**src/rtl/mips_ctrl_pkg.sv**
```systemverilog
// Shared encodings for the multi-cycle MIPS controller: opcodes, functs, state codes,
// datapath select encodings and the one-hot instruction class.
package mips_ctrl_pkg;

  localparam logic [5:0] OP_R   = 6'h00;
  localparam logic [5:0] OP_ORI = 6'h0D;
  localparam logic [5:0] OP_LUI = 6'h0F;
  localparam logic [5:0] OP_LW  = 6'h23;
  localparam logic [5:0] OP_SW  = 6'h2B;
  localparam logic [5:0] OP_BEQ = 6'h04;
  localparam logic [5:0] OP_J   = 6'h02;
  localparam logic [5:0] OP_JAL = 6'h03;

  localparam logic [5:0] FN_ADDU = 6'h21;
  localparam logic [5:0] FN_SUBU = 6'h23;
  localparam logic [5:0] FN_JR   = 6'h08;

  typedef enum logic [2:0] {
    ST_FETCH  = 3'd0,
    ST_DECODE = 3'd1,
    ST_EXEC   = 3'd2,
    ST_MEM    = 3'd3,
    ST_WB     = 3'd4
  } state_e;

  localparam logic [2:0] ALU_ADD = 3'b000;
  localparam logic [2:0] ALU_SUB = 3'b001;
  localparam logic [2:0] ALU_OR  = 3'b010;
  localparam logic [2:0] ALU_LUI = 3'b011;

  localparam logic [1:0] NPC_PC4 = 2'b00;
  localparam logic [1:0] NPC_BR  = 2'b01;
  localparam logic [1:0] NPC_J   = 2'b10;
  localparam logic [1:0] NPC_JR  = 2'b11;

  localparam logic [1:0] RDST_RT = 2'b00;
  localparam logic [1:0] RDST_RD = 2'b01;
  localparam logic [1:0] RDST_RA = 2'b10;

  localparam logic [1:0] M2R_ALU = 2'b00;
  localparam logic [1:0] M2R_MEM = 2'b01;
  localparam logic [1:0] M2R_PC  = 2'b10;

  localparam logic [1:0] EXT_ZERO = 2'b00;
  localparam logic [1:0] EXT_SIGN = 2'b01;

  typedef struct packed {
    logic alu_r;
    logic ori;
    logic lui;
    logic lw;
    logic sw;
    logic beq;
    logic j;
    logic jal;
    logic jr;
    logic illegal;
  } inst_cls_t;

endpackage

```
**src/rtl/mc_ctrl_decode.sv**
```systemverilog
// Combinational op/funct classifier: exactly one class bit is set for any input.
module mc_ctrl_decode
  import mips_ctrl_pkg::*;
(
  input  logic [5:0] op,
  input  logic [5:0] funct,
  output inst_cls_t  cls
);

  always_comb begin
    cls = '0;
    case (op)
      OP_R: begin
        case (funct)
          FN_ADDU, FN_SUBU: cls.alu_r   = 1'b1;
          FN_JR:            cls.jr      = 1'b1;
          default:          cls.illegal = 1'b1;
        endcase
      end
      OP_ORI:  cls.ori     = 1'b1;
      OP_LUI:  cls.lui     = 1'b1;
      OP_LW:   cls.lw      = 1'b1;
      OP_SW:   cls.sw      = 1'b1;
      OP_BEQ:  cls.beq     = 1'b1;
      OP_J:    cls.j       = 1'b1;
      OP_JAL:  cls.jal     = 1'b1;
      default: cls.illegal = 1'b1;
    endcase
  end

endmodule

```
**src/rtl/mc_ctrl_fsm.sv**
```systemverilog
// Multi-cycle MIPS main controller. Optional retire counter enabled by MC_CTRL_RETIRE_CNT_EN.
//   state  | meaning
//   FETCH  | request instruction, wait imem_ready, load IR and PC+4
//   DECODE | resolve jumps / illegal, otherwise go execute
//   EXEC   | drive ALU operands and op; beq resolves here
//   MEM    | data access, wait dmem_ready
//   WB     | register file write, retire
module mc_ctrl_fsm
  import mips_ctrl_pkg::*;
#(
  parameter int STATE_W = 3
`ifdef MC_CTRL_RETIRE_CNT_EN
  , parameter int RCNT_W = 32
`endif
) (
  input  logic               clk,
  input  logic               reset,
  input  logic [5:0]         op,
  input  logic [5:0]         funct,
  input  logic               zero,
  input  logic               imem_ready,
  input  logic               dmem_ready,
  output logic               imem_req,
  output logic               dmem_req,
  output logic               IRWrite,
  output logic               PCWrite,
  output logic [1:0]         NPCSel,
  output logic               ALUSrc,
  output logic [2:0]         ALUOp,
  output logic [1:0]         ExtOp,
  output logic [1:0]         RegDst,
  output logic [1:0]         MemtoReg,
  output logic               RegWrite,
  output logic               MemWrite,
  output logic               retire,
  output logic               illegal,
`ifdef MC_CTRL_RETIRE_CNT_EN
  output logic [RCNT_W-1:0]  retire_cnt,
`endif
  output logic [STATE_W-1:0] state
);

  state_e    state_q, state_d;
  inst_cls_t cls;
  logic      is_sub;

  mc_ctrl_decode u_decode (
    .op    (op),
    .funct (funct),
    .cls   (cls)
  );

  assign is_sub = (funct == FN_SUBU);
  assign state  = STATE_W'(state_q);

  always_ff @(posedge clk or negedge reset) begin
    if (!reset) state_q <= ST_FETCH;
    else        state_q <= state_d;
  end

  always_comb begin
    state_d = state_q;
    case (state_q)
      ST_FETCH:  if (imem_ready) state_d = ST_DECODE;
      ST_DECODE: begin
        if (cls.j || cls.jal || cls.jr || cls.illegal) state_d = ST_FETCH;
        else                                           state_d = ST_EXEC;
      end
      ST_EXEC: begin
        if (cls.alu_r || cls.ori || cls.lui) state_d = ST_WB;
        else if (cls.lw || cls.sw)           state_d = ST_MEM;
        else                                 state_d = ST_FETCH;
      end
      ST_MEM: if (dmem_ready) state_d = cls.lw ? ST_WB : ST_FETCH;
      ST_WB:   state_d = ST_FETCH;
      default: state_d = ST_FETCH;
    endcase
  end

  // Outputs are forced low while reset is held, so no strobe leaks during reset.
  always_comb begin
    imem_req = 1'b0;
    dmem_req = 1'b0;
    IRWrite  = 1'b0;
    PCWrite  = 1'b0;
    NPCSel   = NPC_PC4;
    ALUSrc   = 1'b0;
    ALUOp    = ALU_ADD;
    ExtOp    = EXT_ZERO;
    RegDst   = RDST_RT;
    MemtoReg = M2R_ALU;
    RegWrite = 1'b0;
    MemWrite = 1'b0;
    retire   = 1'b0;
    illegal  = 1'b0;
    if (reset) begin
      case (state_q)
        ST_FETCH: begin
          imem_req = 1'b1;
          if (imem_ready) begin
            IRWrite = 1'b1;
            PCWrite = 1'b1;
          end
        end
        ST_DECODE: begin
          if (cls.j || cls.jal) begin
            PCWrite = 1'b1;
            NPCSel  = NPC_J;
            retire  = 1'b1;
            if (cls.jal) begin
              RegWrite = 1'b1;
              RegDst   = RDST_RA;
              MemtoReg = M2R_PC;
            end
          end else if (cls.jr) begin
            PCWrite = 1'b1;
            NPCSel  = NPC_JR;
            retire  = 1'b1;
          end else if (cls.illegal) begin
            illegal = 1'b1;
          end
        end
        ST_EXEC: begin
          if (cls.alu_r) begin
            ALUOp = is_sub ? ALU_SUB : ALU_ADD;
          end else if (cls.ori) begin
            ALUSrc = 1'b1;
            ALUOp  = ALU_OR;
          end else if (cls.lui) begin
            ALUSrc = 1'b1;
            ALUOp  = ALU_LUI;
          end else if (cls.lw || cls.sw) begin
            ALUSrc = 1'b1;
            ExtOp  = EXT_SIGN;
          end else if (cls.beq) begin
            ALUOp   = ALU_SUB;
            ExtOp   = EXT_SIGN;
            PCWrite = zero;
            NPCSel  = NPC_BR;
            retire  = 1'b1;
          end
        end
        ST_MEM: begin
          dmem_req = 1'b1;
          ALUSrc   = 1'b1;
          ExtOp    = EXT_SIGN;
          if (cls.sw) begin
            MemWrite = dmem_ready;
            retire   = dmem_ready;
          end
        end
        ST_WB: begin
          RegWrite = 1'b1;
          retire   = 1'b1;
          if (cls.alu_r) RegDst   = RDST_RD;
          if (cls.lw)    MemtoReg = M2R_MEM;
        end
        default: ;
      endcase
    end
  end

`ifdef MC_CTRL_RETIRE_CNT_EN
  logic [RCNT_W-1:0] rcnt_q, rcnt_d;

  assign rcnt_d     = retire ? rcnt_q + 1'b1 : rcnt_q;
  assign retire_cnt = rcnt_q;

  always_ff @(posedge clk or negedge reset) begin
    if (!reset) rcnt_q <= '0;
    else        rcnt_q <= rcnt_d;
  end
`endif

endmodule

```
**config.mk**
```make
export PLATFORM = sky130hd
export DESIGN_NAME = mc_ctrl_fsm
export DESIGN_NICKNAME = d
export VERILOG_FILES = /design/src/rtl/mips_ctrl_pkg.sv /design/src/rtl/mc_ctrl_decode.sv /design/src/rtl/mc_ctrl_fsm.sv
export SDC_FILE = /design/constraint.sdc
export NUM_CORES = 1
export LEC_CHECK = 0
export ABC_CLOCK_PERIOD_IN_PS = 2100
export CAP_MARGIN = 30
export CORE_MARGIN = 2
export CORE_UTILIZATION = 25
export CTS_BUF_LIST = sky130_fd_sc_hd__clkbuf_4 sky130_fd_sc_hd__clkbuf_8 sky130_fd_sc_hd__clkbuf_16
export DETAILED_ROUTE_END_ITERATION = 16
export PLACE_DENSITY_LB_ADDON = 0.05
export SYNTH_ARGS = -nofsm -noshare
export SYNTH_HDL_FRONTEND = slang
export SYNTH_SLANG_ARGS = --single-unit
```
**constraint.sdc**
```tcl
create_clock -name clk -period 2.1 [get_ports clk]
set_clock_uncertainty 0.15 [all_clocks]
set_input_delay 0.315 -clock clk [delete_from_list [all_inputs] [get_ports clk]]
set_output_delay 0.315 -clock clk [all_outputs]
set_load 0.01 [all_outputs]
```
==> run metrics, run 1 <==
status finished with violations; failing checks setup timing; Critical Path Source Type input port; WP data arrival 1.77 ns; Power Density 268 nW/um^2; initial core utilization 0.270; TNS Setup -0.357 ns; CTS root buffer clkbuf_4; Routed WL ~2.2 mm; Die Y-Extent 47.4 um; Fin Hold WS slightly above 0.4 ns; GR Util All Layers 0.207; CTS tree done; Syn Area/Cell 6.44 um^2; final hold vios 0; initial antenna violation count 0; hold path depth 4; Reg2Reg Depth 6; Core Rows 15; Cell Area, Synth around 470 um^2; Crit. End Element primary output; setup ws final -0.134 ns; Detailed Place HPWL 1.59 mm; first-pass GRT wire length approximately 3.3 mm; ant diodes 0; I/O pins 40; MaxCap Viol Count 0; Max clock buf depth 2; RSZ-0062 raised after global routing true; grt total ovfl 0; crit-path max cell delay 0.53 ns; #FFs+latches synth 3; area of the multi-input gates 452 um^2; Max IR drop VDD ~0.27 mV; vias per std cell 4.83; core area 1750 um^2; vias 831; Nets 165; cts bufs inserted 3; worst endpoint required time 1.63 ns; crit path cell chain buf_6, or4_4, or3_4, or2_4, o31ai_1, buf_2; Sequential Area between 70 and 80 um^2; Wirelength per Cell 12.6 um; max reg flops 3; largest net degree at the start of global routing 11; worst min-delay path category input port to register; max-slew violation count 0; leading post-synthesis cells by cell area dfrtp_1 (16%), nor2_1 (11%), a21oi_1 (5.3%); Clock transition at path regs ~0.04 ns; share of layout cells above drive strength 1 0.571; # port buffers 37; sequential element share of the synthesized area 0.160; FILL cells 168; Synth cell types 28; top-area cell type share of the netlist area 0.160; critical path class input port to primary output; P&R area growth vs syn 153%; Slowest-stage cell, CP or4_4; vias in the first global route 782; 1st-iter DRT viols 16; top_reg_cell synth dfrtp_1; Setup violations, final 6; worst skew pair latency 0.24 ns; die width 47.4 um; Sink Count 3; Yosys top cell by area dfrtp_1; Post-synth EDFFs 0; Leakage ~0.6 nW; Synth Instances 73; ys async rst share 1.00; Final Cycle Share 1.06; gpl congestion 0.837; Period minus WS final between 2 and 2.5 ns; Yosys warnings 0; Peak Freq 0.448 GHz; drt pass-1 iters 3; antenna-violating nets left 0; H-tree levels 1; CP max FO 3; Die Footprint 2240 um^2; Residual DRC 0
## cell type report
class	instances	area share
timing repair buffer	73	0.496
sequential	3	0.0632
multi-input combinational	64	0.380
tap	25	0.0263
clock buffer	4	0.0253
inverter	3	0.00947
## kinds of logic after synthesis
family | count (synthesis) | synth area share
AO/OA/AOI/OAI | 14 | 0.170
AND/OR/NAND/NOR | 48 | 0.582
other | 1 | 0.00797
buffers and inverters | 7 | 0.0798
flip-flops | 3 | 0.160
## per-stage QoR
stage          utilization  power (W)  std cells  cell area (um^2)  setup slack (ns)
4_1_cts              0.662   0.000318        170              1160            -0.136
2_1_floorplan            -   0.000103         74               474            0.0242
3_5_place_dp         0.620   0.000194        163              1080            -0.948
6_report             0.681   0.000319        172              1190            -0.134
3_3_place_gp         0.620   0.000192        163              1080            -0.923
5_1_grt              0.681   0.000340        172              1190            -0.164
## synthesized netlist by cell type (2+ instances only)
| cell | number |
|---|---|
| nor2_1 | 14 |
| a21oi_1 | 5 |
| nand2_1 | 5 |
| nand3_1 | 5 |
| o21ai_0 | 5 |
| nor3_1 | 4 |
| nor4_1 | 4 |
| buf_4 | 3 |
| dfrtp_1 | 3 |
| inv_1 | 3 |
| nand2b_1 | 2 |
| nor2b_1 | 2 |
| nor4b_1 | 2 |
| or3_2 | 2 |
## placed cells by master, fill, tap and decap left out, types with 2 or more instances in the layout
| cell | n |
|---|---|
| a21oi_1 | 4 |
| buf_2 | 14 |
| buf_4 | 30 |
| buf_6 | 10 |
| clkbuf_2 | 2 |
| clkbuf_4 | 4 |
| clkdlybuf4s15_2 | 2 |
| clkdlybuf4s50_1 | 6 |
| conb_1 | 2 |
| dfrtp_1 | 3 |
| dlygate4sd2_1 | 5 |
| dlygate4sd3_1 | 2 |
| dlymetal6s2s_1 | 2 |
| inv_1 | 2 |
| nand2_1 | 5 |
| nand2b_1 | 2 |
| nand3_1 | 4 |
| nor2_1 | 10 |
| nor2_4 | 3 |
| nor2b_1 | 2 |
| nor3_1 | 3 |
| nor4_2 | 2 |
| nor4b_2 | 2 |
| o21ai_0 | 3 |
| o21ai_2 | 2 |
| or3_4 | 2 |
## metal layers
layer,wire [um],track usage
met1,932,0.265
met2,1090,0.343
met3,108,0.0500
met4,38,0.0611
met5,0,0
## path summary, 6_finish.rpt
| kind | startpoint | to | slack [ns] |
|---|---|---|---|
| worst max-delay path | op[5] | PCWrite | -0.13 |
| worst min-delay path | op[4] | state[2] | 0.41 |
| worst max register to register | state[0] | state[0] | 0.58 |
| worst min register to register | state[2] | state[1] | 0.54 |
| max in group asynchronous | reset | state[0] | 1.13 |
| min in group asynchronous | reset | state[2] | 0.51 |
## critical path, delay by kind of cell
kind / cells / cell delay (ns)
AOI/OAI and AO/OA: 1 / 0.06
buffers and inverters: 2 / 0.25
and+or+nand+nor: 3 / 1.14
## timing repair
action	CTS	global route
hold endpoints to repair	3	0
hold buffers	2	0
gates resized for setup	118	13
buffers inserted	2	2
pin swaps	11	2
endpoints found under the setup margin	18	14
## power by group
part / internal, W / total, W / switching (W)
sequential: 0.0000603 / 0.0000616 / 0.00000127
clock: 0.0000846 / 0.000122 / 0.0000373
combinational: 0.0000736 / 0.000135 / 0.0000617
total: 0.000218 / 0.000319 / 0.000100
(Power assumes the default switching activity.)
==> run 2, diff against run 1 <==
Settings changed: SKIP_LAST_GASP set to 1.
==> run metrics, run 2 (synthesis gave the netlist of run 1 again) <==
status finished with violations; failing checks setup timing; setup ws final -0.134 ns (unchanged); Critical R2R Launch state[0]; worst endpoint required time 1.63 ns (about the same); Critical Path Source Type input port; Pwr Total 0.000319 W (about the same); grt total ovfl 0 (unchanged); Period minus WS final 2.23 ns (unchanged); routed length on met2 1.09 mm (unchanged); initial core utilization 0.270 (unchanged); antenna-violating nets left 0 (unchanged); Final Cycle Share 1.06 (unchanged); Nets 165 (unchanged); share of layout cells above drive strength 1 0.571 (unchanged); M1 WL 932 um (unchanged); P&R area growth vs syn 153% (unchanged); FILL cells 168 (unchanged); Core Rows 15 (unchanged); Leakage 0.598 nW (about the same); RSZ-0062 raised after global routing true; CP max FO 3 (unchanged); Max clock buf depth 2 (unchanged); Routed WL 2.17 mm (about the same); met3 WL 108 um (unchanged); Setup crit start op[5]; Power Density 268 nW/um^2 (about the same); final hold vios 0 (unchanged); vias 832 (+0.12%); worst skew pair latency 0.24 ns (about the same); worst min-delay path category input port to register; TNS Setup -0.389 ns (-0.0321 ns); cts bufs inserted 3 (unchanged); area of the multi-input gates 452 um^2 (unchanged); CP Buf/Inv Count 2 (unchanged); GR Util All Layers 0.207 (unchanged); Die Y-Extent 47.4 um (unchanged); largest net degree at the start of global routing 11 (unchanged); ant diodes 0 (unchanged); most frequent cells in the layout buf_4 (30), buf_2 (14), nor2_1 (10), buf_6 (10), clkdlybuf4s50_1 (6); Setup violations, final 7 (+1); die width 47.4 um (unchanged); hold_sp op[4]; MaxCap Viol Count 0 (unchanged); # port buffers 37 (unchanged); critical path's top delay family simple AND/OR/NAND/NOR gates; Peak Freq 0.448 GHz (unchanged); Sequential Area 75.1 um^2 (unchanged); H-tree levels 1 (unchanged); design area 1190 um^2 (unchanged); commonest non-fill, non-tap cell in the layout buf_4; Clock transition at path regs 0.04 ns (about the same); Sink Count 3 (unchanged); DP Area 1080 um^2 (unchanged); Max IR drop VDD 0.268 mV (unchanged); vias in the first global route 782 (unchanged); crit path cell chain buf_6, or4_4, or3_4, or2_4, o31ai_1, buf_2; max-slew violation count 0 (unchanged); WP data arrival 1.77 ns (about the same); initial antenna violation count 0 (unchanged); I/O pins 40 (unchanged); Residual DRC 0 (unchanged); setup slack at placement -0.948 ns (unchanged); max layer used met4; Die Footprint 2240 um^2 (unchanged); Wirelength per Cell 12.6 um (about the same); vias per std cell 4.84 (+0.12%); Detailed Place HPWL 1.59 mm (unchanged); gpl congestion 0.837 (unchanged); drt pass-1 iters 3 (unchanged); critical path class input port to primary output; first-pass GRT wire length 3.31 mm (unchanged); core area 1750 um^2 (unchanged); Slowest-stage cell, CP or4_4; CTS root buffer clkbuf_4; 1st-iter DRT viols 16 (unchanged); crit-path max cell delay 0.53 ns (about the same); CTS tree done; Crit. End Element primary output; max reg flops 3 (unchanged); non-filler cells, final 172 (unchanged); DP Cell Count 163 (unchanged)
==> run 2: cell counts in the layout (fill, tap and decap cells not counted) <==
Identical to the previous run, type by type.
==> run 2: final cells by class <==
class                      instances  area share
timing repair buffer              73       0.496
sequential                         3      0.0632
clock buffer                       4      0.0253
tap                               25      0.0263
multi-input combinational         64       0.380
inverter                           3     0.00947
==> run 2: final timing paths <==
check | to | slack [ns] | cells after the start
worst max-delay path | PCWrite | -0.13 | 6
worst min-delay path | state[2] | 0.41 | 4
worst max register to register | state[0] | 0.58 | 6
worst min register to register | state[1] | 0.54 | 3
max in group asynchronous | state[0] | 1.13 | 3
min in group asynchronous | state[2] | 0.51 | 3
==> run 2: through the flow <==
stage	hold slack, ns	util
global route	0.423	0.681
global placement	0.482	0.620
finish	0.406	0.681
CTS	0.387	0.660
detailed placement	0.498	0.620
floorplan	-0.131	-
==> run 2: where the power goes <==
group / internal, W / switching, W / total [W]
clock network: 0.0000846 / 0.0000373 / 0.000122
registers: 0.0000603 / 0.00000127 / 0.0000616
logic: 0.0000735 / 0.0000618 / 0.000135
==> run 2: metal layers <==
layer | GRT usage | vias to the layer above
met5 | 0 | -
met4 | 0.0611 | 0
met3 | 0.0500 | 4
met2 | 0.343 | 27
met1 | 0.265 | 388
li1 | - | 413
==> run 2: worst min-delay path, cell delays in order <==
cell,delay [ns]
buf_2,0.11
buf_4,0.13
or3_2,0.12
o21ai_0,0.08
==> run 2: timing repair <==
action | 4_1_cts | 5_1_grt
pin swaps | 11 | 4
endpoints found under the setup margin | 18 | 14
gates cloned | 0 | 0
endpoints found under the hold margin | 3 | 0
buffers inserted | 2 | 2
resized for setup | 117 | 14
hold buffers | 2 | 0
==> run 3, diff against run 2 <==
Settings changed: CORE_MARGIN 2 to 1.5, CORE_UTILIZATION 25 to 31.
==> run metrics, run 3 (synthesis gave the netlist of run 1 again) <==
1st-iter DRT viols 16 (unchanged); M1 WL 1.04 mm (+12%); Die Y-Extent 42.0 um (-11%); initial antenna violation count 0 (unchanged); Routed WL 2.56 mm (+18%); met3 WL 124 um (+15%); gpl congestion 0.825 (-1.4%); initial core utilization 0.348 (+0.0789); worst endpoint required time 1.63 ns (about the same); CP max FO 3 (unchanged); Max IR drop VDD 0.355 mV (+32%); GR Util All Layers 0.289 (+0.0812); die width 42.0 um (-11%); Power Density 270 nW/um^2 (+0.65%); status finished with violations; first-pass GRT wire length 3.84 mm (+16%); core area 1350 um^2 (-23%); CTS root buffer clkbuf_4; critical path class input port to primary output; worst skew pair latency 0.24 ns (about the same); CP Buf/Inv Count 2 (unchanged); Peak Freq 0.449 GHz (+0.35%); Sink Count 3 (unchanged); CTS Hold Buffers Added 0 (-2); vias 889 (+6.9%); Leakage 0.606 nW (+1.3%); Final Util 0.892 (+0.211); Detailed Place HPWL 1.62 mm (+2.1%); I/O pins 40 (unchanged); vias in the first global route 871 (+11%); Wirelength per Cell 15.6 um (+24%); Residual DRC 0 (unchanged); Period minus WS final 2.23 ns (-0.00775 ns); worst min-delay path category input port to asynchronous set/reset pin; RSZ-0062 raised after global routing true; P&R area growth vs syn 156%; final hold vios 0 (unchanged); MaxCap Viol Count 0 (unchanged); largest net degree at the start of global routing 8 (-3); Clock transition at path regs 0.04 ns (about the same); max-slew violation count 0 (unchanged); vias per std cell 5.42 (+12%); register-to-register setup slack 0.59 ns (about the same); failing checks setup timing; non-filler cells, final 164 (-4.7%); Max clock buf depth 2 (unchanged); drt pass-1 iters 6 (+3); Critical Path Source Type input port; H-tree levels 1 (unchanged); crit path cell chain buf_6, or4_4, or3_4, or2_4, o31ai_2, buf_2; Core Rows 13 (-2); share of layout cells above drive strength 1 0.564 (-0.00767); FILL cells 74 (-56%); most frequent cells in the layout buf_4 (36), buf_2 (11), nor2_1 (10), dlygate4sd2_1 (10), buf_6 (8); CTS tree done; critical path's top delay family simple AND/OR/NAND/NOR gates; DP Cell Count 155 (-4.9%); Crit. End Element primary output; commonest non-fill, non-tap cell in the layout buf_4; WP data arrival 1.76 ns (about the same); cts bufs inserted 3 (unchanged); Setup violations, final 8 (+1); crit-path max cell delay 0.53 ns (about the same); Fin Hold WS 0.0617 ns (-0.345 ns); Nets 167 (+1.2%); Die Footprint 1760 um^2 (-22%); max reg flops 3 (unchanged); Slowest-stage cell, CP or4_4; ant diodes 0 (unchanged); Final Cycle Share 1.06 (-0.00369); max layer used met4; routed length on met2 1.34 mm (+23%); setup ws final -0.127 ns (+0.00775 ns); # port buffers 37 (unchanged); grt total ovfl 0 (unchanged); antenna-violating nets left 0 (unchanged); TNS Setup -0.585 ns (-0.196 ns)
-- run 3: what timing repair did --
item / CTS / global route
setup endpoints to repair: 19 / 13
resized for setup: 111 / 12
pin swaps: 14 / 3
cloned: 0 / 0
setup buffers: 4 / 1
-- run 3: layout make-up --
class                   instances  area [um^2]  share of cell area
repair buffers                 75          601               0.499
multi-input cells              64          468               0.389
flip-flops and latches          3         75.1              0.0624
clock buffers                   4         30.0              0.0249
well taps                      15         18.8              0.0156
inverters                       3         11.3             0.00936
-- run 3: per-layer routing --
| layer | vias to the layer above | GRT usage |
|---|---|---|
| met5 | - | 0 |
| met4 | 0 | 0.142 |
| met3 | 6 | 0.0391 |
| met2 | 37 | 0.525 |
| met1 | 432 | 0.323 |
| li1 | 414 | - |
-- run 3: worst paths after layout --
check,startpoint,end,cells after the start
max reg2reg,state[0],state[0],6
min in group clk,op[3],state[2],4
max,op[5],PCWrite,6
min,reset,state[0],3
max in group asynchronous,reset,state[2],3
min reg2reg,state[2],state[1],2
-- run 3: power by group --
group	internal (W)	switching (W)	total, W
Sequential	0.0000604	0.00000185	0.0000622
Combinational	0.0000779	0.0000676	0.000145
Clock	0.0000843	0.0000329	0.000117
Total	0.000223	0.000102	0.000325
-- run 3: tightest hold or removal path: stages --
cell and delay (ns):
dlygate4sd2_1 0.22, buf_4 0.11, buf_4 0.12
-- run 3: per-stage QoR --
| stage | area, um^2 | total power [W] | worst slack [ns] |
|---|---|---|---|
| 2_1_floorplan | 474 | 0.000103 | 0.0242 |
| 3_3_place_gp | 1080 | 0.000193 | -0.912 |
| 3_5_place_dp | 1080 | 0.000197 | -0.956 |
| 4_1_cts | 1160 | 0.000321 | -0.130 |
| 5_1_grt | 1200 | 0.000347 | -0.178 |
| 6_report | 1200 | 0.000325 | -0.127 |
